[src/rtl/alu_seq_mc.sv]
// alu_seq_mc: handshaked datapath ALU with registered result/flags and an
// iterative shift-add multiplier. Single-cycle ops finish in one edge; MUL
// holds the input side off while it walks the multiplier one bit per cycle.
module alu_seq_mc #(
  parameter int WIDTH = 16,
  parameter int SHW   = 4
) (
  input  logic             clk,
  input  logic             rst_n,
  input  logic             in_valid,
  output logic             in_ready,
  input  logic [3:0]       alu_op,
  input  logic [WIDTH-1:0] alu_a,
  input  logic [WIDTH-1:0] alu_b,
  output logic             out_valid,
  input  logic             out_ready,
  output logic [WIDTH-1:0] alu_result,
  output logic             z,
  output logic             v,
  output logic             n,
  output logic             c,
  output logic             err
);

  localparam int MSB = WIDTH - 1;
  localparam int CW  = SHW + 1;
  localparam logic [CW-1:0] CNT_DONE = CW'(WIDTH);
  localparam logic [CW-1:0] CNT_ONE  = {{(CW-1){1'b0}}, 1'b1};

  localparam logic [3:0] OP_ADD  = 4'd0;
  localparam logic [3:0] OP_SUB  = 4'd1;
  localparam logic [3:0] OP_NAND = 4'd2;
  localparam logic [3:0] OP_XOR  = 4'd3;
  localparam logic [3:0] OP_INC  = 4'd4;
  localparam logic [3:0] OP_SRA  = 4'd5;
  localparam logic [3:0] OP_SRL  = 4'd6;
  localparam logic [3:0] OP_SLL  = 4'd7;
  localparam logic [3:0] OP_MUL  = 4'd8;
  localparam logic [3:0] OP_ROL  = 4'd9;
  localparam logic [3:0] OP_ROR  = 4'd10;

  typedef enum logic [1:0] {
    IDLE = 2'd0,
    BUSY = 2'd1,
    HOLD = 2'd2
  } state_t;

  state_t               state_r;
  logic [2*WIDTH-1:0]   mcand_r;
  logic [WIDTH-1:0]     mplier_r;
  logic [2*WIDTH-1:0]   acc_r;
  logic [CW-1:0]        cnt_r;

  logic                 accept_s;
  logic [SHW-1:0]       sh_s;
  logic [WIDTH:0]       add_s;
  logic [WIDTH:0]       sub_s;
  logic [WIDTH-1:0]     sra_s;
  logic [2*WIDTH-1:0]   rol_full_s;
  logic [2*WIDTH-1:0]   ror_full_s;
  logic [2*WIDTH-1:0]   addend_s;
  logic [WIDTH-1:0]     res_s;
  logic                 z_s, v_s, n_s, c_s, err_s;

  // A new op can enter when idle, or when the held result leaves this same cycle.
  assign in_ready = (state_r == IDLE) | ((state_r == HOLD) & out_ready);
  assign accept_s = in_valid & in_ready;

  assign sh_s       = alu_b[SHW-1:0];
  assign add_s      = {1'b0, alu_a} + {1'b0, alu_b};
  assign sub_s      = {1'b0, alu_a} - {1'b0, alu_b};
  assign sra_s      = WIDTH'($signed(alu_a) >>> sh_s);
  // Rotates: shift a doubled copy so the bits falling off one end reappear.
  assign rol_full_s = {alu_a, alu_a} << sh_s;
  assign ror_full_s = {alu_a, alu_a} >> sh_s;
  assign addend_s   = mplier_r[0] ? mcand_r : {(2*WIDTH){1'b0}};

  // Single-cycle result and flag computation from the presented operands.
  always_comb begin
    res_s = {WIDTH{1'b0}};
    v_s   = 1'b0;
    n_s   = 1'b0;
    c_s   = 1'b0;
    err_s = 1'b0;
    case (alu_op)
      OP_ADD, OP_INC: begin
        res_s = add_s[WIDTH-1:0];
        c_s   = add_s[WIDTH];
        v_s   = (alu_a[MSB] == alu_b[MSB]) && (add_s[MSB] != alu_a[MSB]);
        n_s   = add_s[MSB];
      end
      OP_SUB: begin
        res_s = sub_s[WIDTH-1:0];
        c_s   = ~sub_s[WIDTH];
        v_s   = (alu_a[MSB] != alu_b[MSB]) && (sub_s[MSB] != alu_a[MSB]);
        n_s   = sub_s[MSB];
      end
      OP_NAND: res_s = ~(alu_a & alu_b);
      OP_XOR:  res_s = alu_a ^ alu_b;
      OP_SRA:  res_s = sra_s;
      OP_SRL:  res_s = alu_a >> sh_s;
      OP_SLL:  res_s = alu_a << sh_s;
      OP_ROL:  res_s = rol_full_s[2*WIDTH-1:WIDTH];
      OP_ROR:  res_s = ror_full_s[WIDTH-1:0];
      OP_MUL:  res_s = {WIDTH{1'b0}};
      default: err_s = 1'b1;
    endcase
    z_s = (res_s == {WIDTH{1'b0}});
  end

  // Control FSM, multiplier datapath and registered outputs.
  always_ff @(posedge clk or negedge rst_n) begin
    if (!rst_n) begin
      state_r    <= IDLE;
      out_valid  <= 1'b0;
      alu_result <= {WIDTH{1'b0}};
      z          <= 1'b0;
      v          <= 1'b0;
      n          <= 1'b0;
      c          <= 1'b0;
      err        <= 1'b0;
      mcand_r    <= {(2*WIDTH){1'b0}};
      mplier_r   <= {WIDTH{1'b0}};
      acc_r      <= {(2*WIDTH){1'b0}};
      cnt_r      <= {CW{1'b0}};
    end else if (accept_s) begin
      if (alu_op == OP_MUL) begin
        mcand_r   <= {{WIDTH{1'b0}}, alu_a};
        mplier_r  <= alu_b;
        acc_r     <= {(2*WIDTH){1'b0}};
        cnt_r     <= {CW{1'b0}};
        out_valid <= 1'b0;
        state_r   <= BUSY;
      end else begin
        alu_result <= res_s;
        z          <= z_s;
        v          <= v_s;
        n          <= n_s;
        c          <= c_s;
        err        <= err_s;
        out_valid  <= 1'b1;
        state_r    <= HOLD;
      end
    end else begin
      case (state_r)
        IDLE: begin
          out_valid <= 1'b0;
        end
        BUSY: begin
          // WIDTH iteration edges, then one more edge to publish the product.
          if (cnt_r == CNT_DONE) begin
            alu_result <= acc_r[WIDTH-1:0];
            z          <= (acc_r[WIDTH-1:0] == {WIDTH{1'b0}});
            v          <= |acc_r[2*WIDTH-1:WIDTH];
            n          <= 1'b0;
            c          <= 1'b0;
            err        <= 1'b0;
            out_valid  <= 1'b1;
            state_r    <= HOLD;
          end else begin
            acc_r    <= acc_r + addend_s;
            mcand_r  <= mcand_r << 1;
            mplier_r <= mplier_r >> 1;
            cnt_r    <= cnt_r + CNT_ONE;
          end
        end
        HOLD: begin
          if (out_ready) begin
            out_valid <= 1'b0;
            state_r   <= IDLE;
          end else begin
            out_valid <= 1'b1;
          end
        end
        default: begin
          out_valid <= 1'b0;
          state_r   <= IDLE;
        end
      endcase
    end
  end

endmodule

[config.mk]
export PLATFORM = sky130hd
export DESIGN_NAME = alu_seq_mc
export DESIGN_NICKNAME = d
export VERILOG_FILES = /design/src/rtl/alu_seq_mc.sv
export SDC_FILE = /design/constraint.sdc
export NUM_CORES = 1
export LEC_CHECK = 0
export CAP_MARGIN = 20
export CORE_ASPECT_RATIO = 0.75
export CORE_MARGIN = 5
export CORE_UTILIZATION = 45
export DETAILED_ROUTE_END_ITERATION = 8
export PLACE_DENSITY = 0.68
export SKIP_LAST_GASP = 1
export SLEW_MARGIN = 30
export SYNTH_ARGS = -nofsm -noshare
export SYNTH_HDL_FRONTEND = slang
export SYNTH_SLANG_ARGS = --single-unit
export TNS_END_PERCENT = 30
[constraint.sdc]
create_clock -name clk -period 4.2 [get_ports clk]
set_clock_uncertainty 0.2 [all_clocks]
set_input_delay 0.42 -clock clk [delete_from_list [all_inputs] [get_ports clk]]
set_output_delay 0.42 -clock clk [all_outputs]
set_load 0.1 [all_outputs]
==> results list <==
* Status: completed
* Die width: 189.5 um
- The count of nets left with antenna violations once routing finished came out at 0.
* Total die area: 27,400 sq um
* Net count after synthesis: between 1,000 and 1,500
- In this run the clock root is driven by a sky130_fd_sc_hd__clkbuf_16.
* Placed Cells incl. Taps: 1,694
- The synthesized design contains 109 register bits.
- In the final design database the tool counted ~1,500 nets.
- In this run the tightest slew margin relative to its limit is 0.3243.
* Wire length of the first global-routing pass: 62,590 um
- The library cell used most frequently in the layout, excluding fill and tap cells, is sky130_fd_sc_hd__nand2_1.
* Leakage power: 5.770 nW
- Counting instances, the worst hold path has a depth of 2.
* Setup Buffers After CTS: 0
- Area share of the largest cell type after synthesis: 0.2509
* Sum of negative setup slack: 0 ps
* Ratio of cells with drive above 1 in the final layout: 0.1339
- Pins over their slew limit: 0
* Number of violations reported at the end of detailed-routing iteration 0: 1,495
- Top cells by area in the synthesized netlist: sky130_fd_sc_hd__dfrtp_1 (25%), sky130_fd_sc_hd__ha_1 (8.1%), sky130_fd_sc_hd__mux4_2 (7.3%)
- The number of antenna violations at the first check in global routing is 2.
- CTS H-Tree Depth: 3
- Detailed placement finished with a half-perimeter wire length of 30,990 um.
* Setup repair after global routing missed its margin: no
- Excluding fillers, the count of instances in the completed layout stands at ~1,700.
- Main synth FF type: sky130_fd_sc_hd__dfrtp_1
- Asr flop ratio synth: 1.000
- In this run, CTS created clock tree buffers numbering 9.
* Vias: 11,067
- Worst Max-Slew Pin Slew: 1010 ps
- After detailed routing, the number of vias per cell comes to 6.472.
* Clock tree buffer depth: 2
- Setup violations remaining at the end of the flow were counted as 0.
- IO Pins: between 60 and 70
* Post-synthesis instance area: 10,870 sq um
- With fillers left out, the area of the finished cells amounts to approximately 13,000 sq um.
- Starting Density: 0.4546
* Sequential share of the synthesized area: 0.2509
* Standard cell area after detailed placement: between 10,000 and 15,000 sq um
* Total congestion overflow after global routing: 0
- After synthesis, the netlist uses 80 different library cells.
- The setup check on the worst reg-to-reg path leaves a slack of approximately 300 ps.
* Sink count of the clock tree: 109
- Critical Path Fanout Max: 13
- STA classifies the critical path endpoint as a register.
* Hold Slack: about 270 ps
- Power spread over the standard cell area amounts to 420.4 nW/um^2.
- TritonCTS built the clock tree.
* Wire length after detailed routing: a little over 40,000 um
- In this run, synthesis inferred 0 flip-flops with an integrated enable.
- Count of warnings emitted by yosys: 0
* Die outline height: 144.6 um
* Number of global-route vias before repair: slightly above 10,000
- The library cells used most frequently in the layout, excluding fill and tap cells, are sky130_fd_sc_hd__nand2_1 (185), sky130_fd_sc_hd__dfrtp_1 (109), sky130_fd_sc_hd__buf_4 (97), sky130_fd_sc_hd__nor2_1 (94), sky130_fd_sc_hd__a21oi_1 (92).
- Setup slack closes at about 300 ps.
- Routed length per placed instance: 23.72 um
* Area Overhead vs Synth: 16.34%
- For the worst setup path, the data arrival time is about 4000 ps.
- Critical path launch point type: register
* Number of rows created at floorplan: just under 50
- First-pass iteration count of the detailed router: 5
* Cells on worst reg2reg path: 16
* Top cell type by total area after synthesis: sky130_fd_sc_hd__dfrtp_1
- Clock latency of the later-clocked register in the worst-skew pair: 360 ps
- After layout, the minimum clock period comes to a little under 4000 ps.
* Area of the placeable core: 23,910 sq um
- For this run, design rule violations remaining after detail routing come to 0.
- Maximum clock frequency: 256.1 MHz
* Worst ir drop on vdd: 0.0003876 V
* Number of buffers inserted by port buffering: 62
- Of the available clock period, the critical path in the final layout requires 0.9297.
* Required time at the worst-slack endpoint: 4250 ps
- The worst hold path belongs to the class register to register.
- Filler cells: 2,237
- Final hold violations: 0
* Gate count after technology mapping: roughly 1,300
* Pin count of the biggest net entering global routing: 59
* Antenna Diode Count: 0
- Average instance area after synthesis: 8.223 sq um
- Overall fraction of global-route tracks in use: 0.2955
* Number of violations of the max-capacitance limit: 0
* RePlAce Congestion: 1.031
- Setup Crit Path Kind: register to register
- After clock tree synthesis, the clock-pin slew on the worst setup and hold paths is 80 ps.
- Prior to clock tree synthesis, the placed netlist has a worst setup slack of 100.1 ps.
## routing by layer
layer  track usage  share of wire
met1        0.4306           0.45
met2        0.4080           0.39
met3        0.1236           0.14
met4       0.06393          0.022
met5             0        0.00044
## power by group
group          internal [mW]  total [mW]  switching (mW)
clock network          0.468       0.886           0.418
logic                  0.887        2.78            1.89
registers               1.35        1.65           0.300
## area by class of cell
type                       instances  area [sq um]  area share
tap                              306         382.9     0.03027
multi-input combinational       1060          7515      0.5942
inverter                          51         191.4     0.01514
clock inverter                     6         71.32    0.005639
timing repair buffer             169          1534      0.1213
clock buffer                       9         225.2     0.01781
sequential                       109          2728      0.2157
## per-stage QoR
stage	utilization	total power, mW
finish	0.5289	5.317
global route	0.5289	5.590
CTS	0.5287	5.295
detailed placement	0.5159	4.390
global placement	0.5159	4.358
floorplan	-	3.462
## state kept, by name, indices dropped and copies added (netlist names), 2 cells and up
register and count:
acc_r 32, alu_result 16, cnt_r 5, mcand_r 32
mplier_r 16, state_r 2
## cells in the mapped netlist, drive strengths merged, types with 14 or more instances
cell    instances
mux4           41
buf            29
and2           37
dfrtp         109
nor2           95
xor2           18
o21ai          87
nor2b          18
a22oi          33
nand2         185
o22ai          20
a21o           27
mux2i          36
inv            50
a21oi          92
ha             70
a211oi         14
xnor2          17
nand3          41
nor3           27
clkbuf         73
## worst paths after layout
kind / startpoint / endpoint
max in group asynchronous: rst_n / acc_r[11]$_DFFE_PN0P_
min in group asynchronous: rst_n / acc_r[14]$_DFFE_PN0P_
max reg2reg: mplier_r[0]$_DFFE_PN0P_ / acc_r[30]$_DFFE_PN0P_
min: mplier_r[6]$_DFFE_PN0P_ / mplier_r[5]$_DFFE_PN0P_
max: mplier_r[0]$_DFFE_PN0P_ / acc_r[30]$_DFFE_PN0P_
min reg2reg: mplier_r[6]$_DFFE_PN0P_ / mplier_r[5]$_DFFE_PN0P_
## cells by family after synthesis
kind of cell / count (synthesis) / synth area share
multiplexers: 84 / 0.1278
flip-flops: 109 / 0.2509
AO/OA/AOI/OAI: 395 / 0.2414
buffers and inverters: 153 / 0.05939
AND/OR/NAND/NOR: 473 / 0.2063
XOR/XNOR: 35 / 0.02820
adder cells (fa/ha/maj): 73 / 0.08610
## critical path, cell delays in order (launching register included)
cell and delay [ps]:
sky130_fd_sc_hd__dfrtp_1 490, sky130_fd_sc_hd__and2_1 220, sky130_fd_sc_hd__ha_1 190, sky130_fd_sc_hd__inv_1 70, sky130_fd_sc_hd__fa_1 190, sky130_fd_sc_hd__nor2b_1 70
sky130_fd_sc_hd__o21ai_1 160, sky130_fd_sc_hd__a21oi_1 120, sky130_fd_sc_hd__a21oi_1 270, sky130_fd_sc_hd__a211oi_2 150, sky130_fd_sc_hd__a2111oi_2 400, sky130_fd_sc_hd__buf_4 190
sky130_fd_sc_hd__o41ai_1 70, sky130_fd_sc_hd__buf_4 150, sky130_fd_sc_hd__a2111oi_1 510, sky130_fd_sc_hd__mux2i_1 240, sky130_fd_sc_hd__nand2_1 70
## repair_timing
item	CTS	global route
hold endpoints to repair	56	0
resized for setup	0	1
setup endpoints to repair	0	2
hold buffers	1	0
Power figures use the tool's default switching activity.
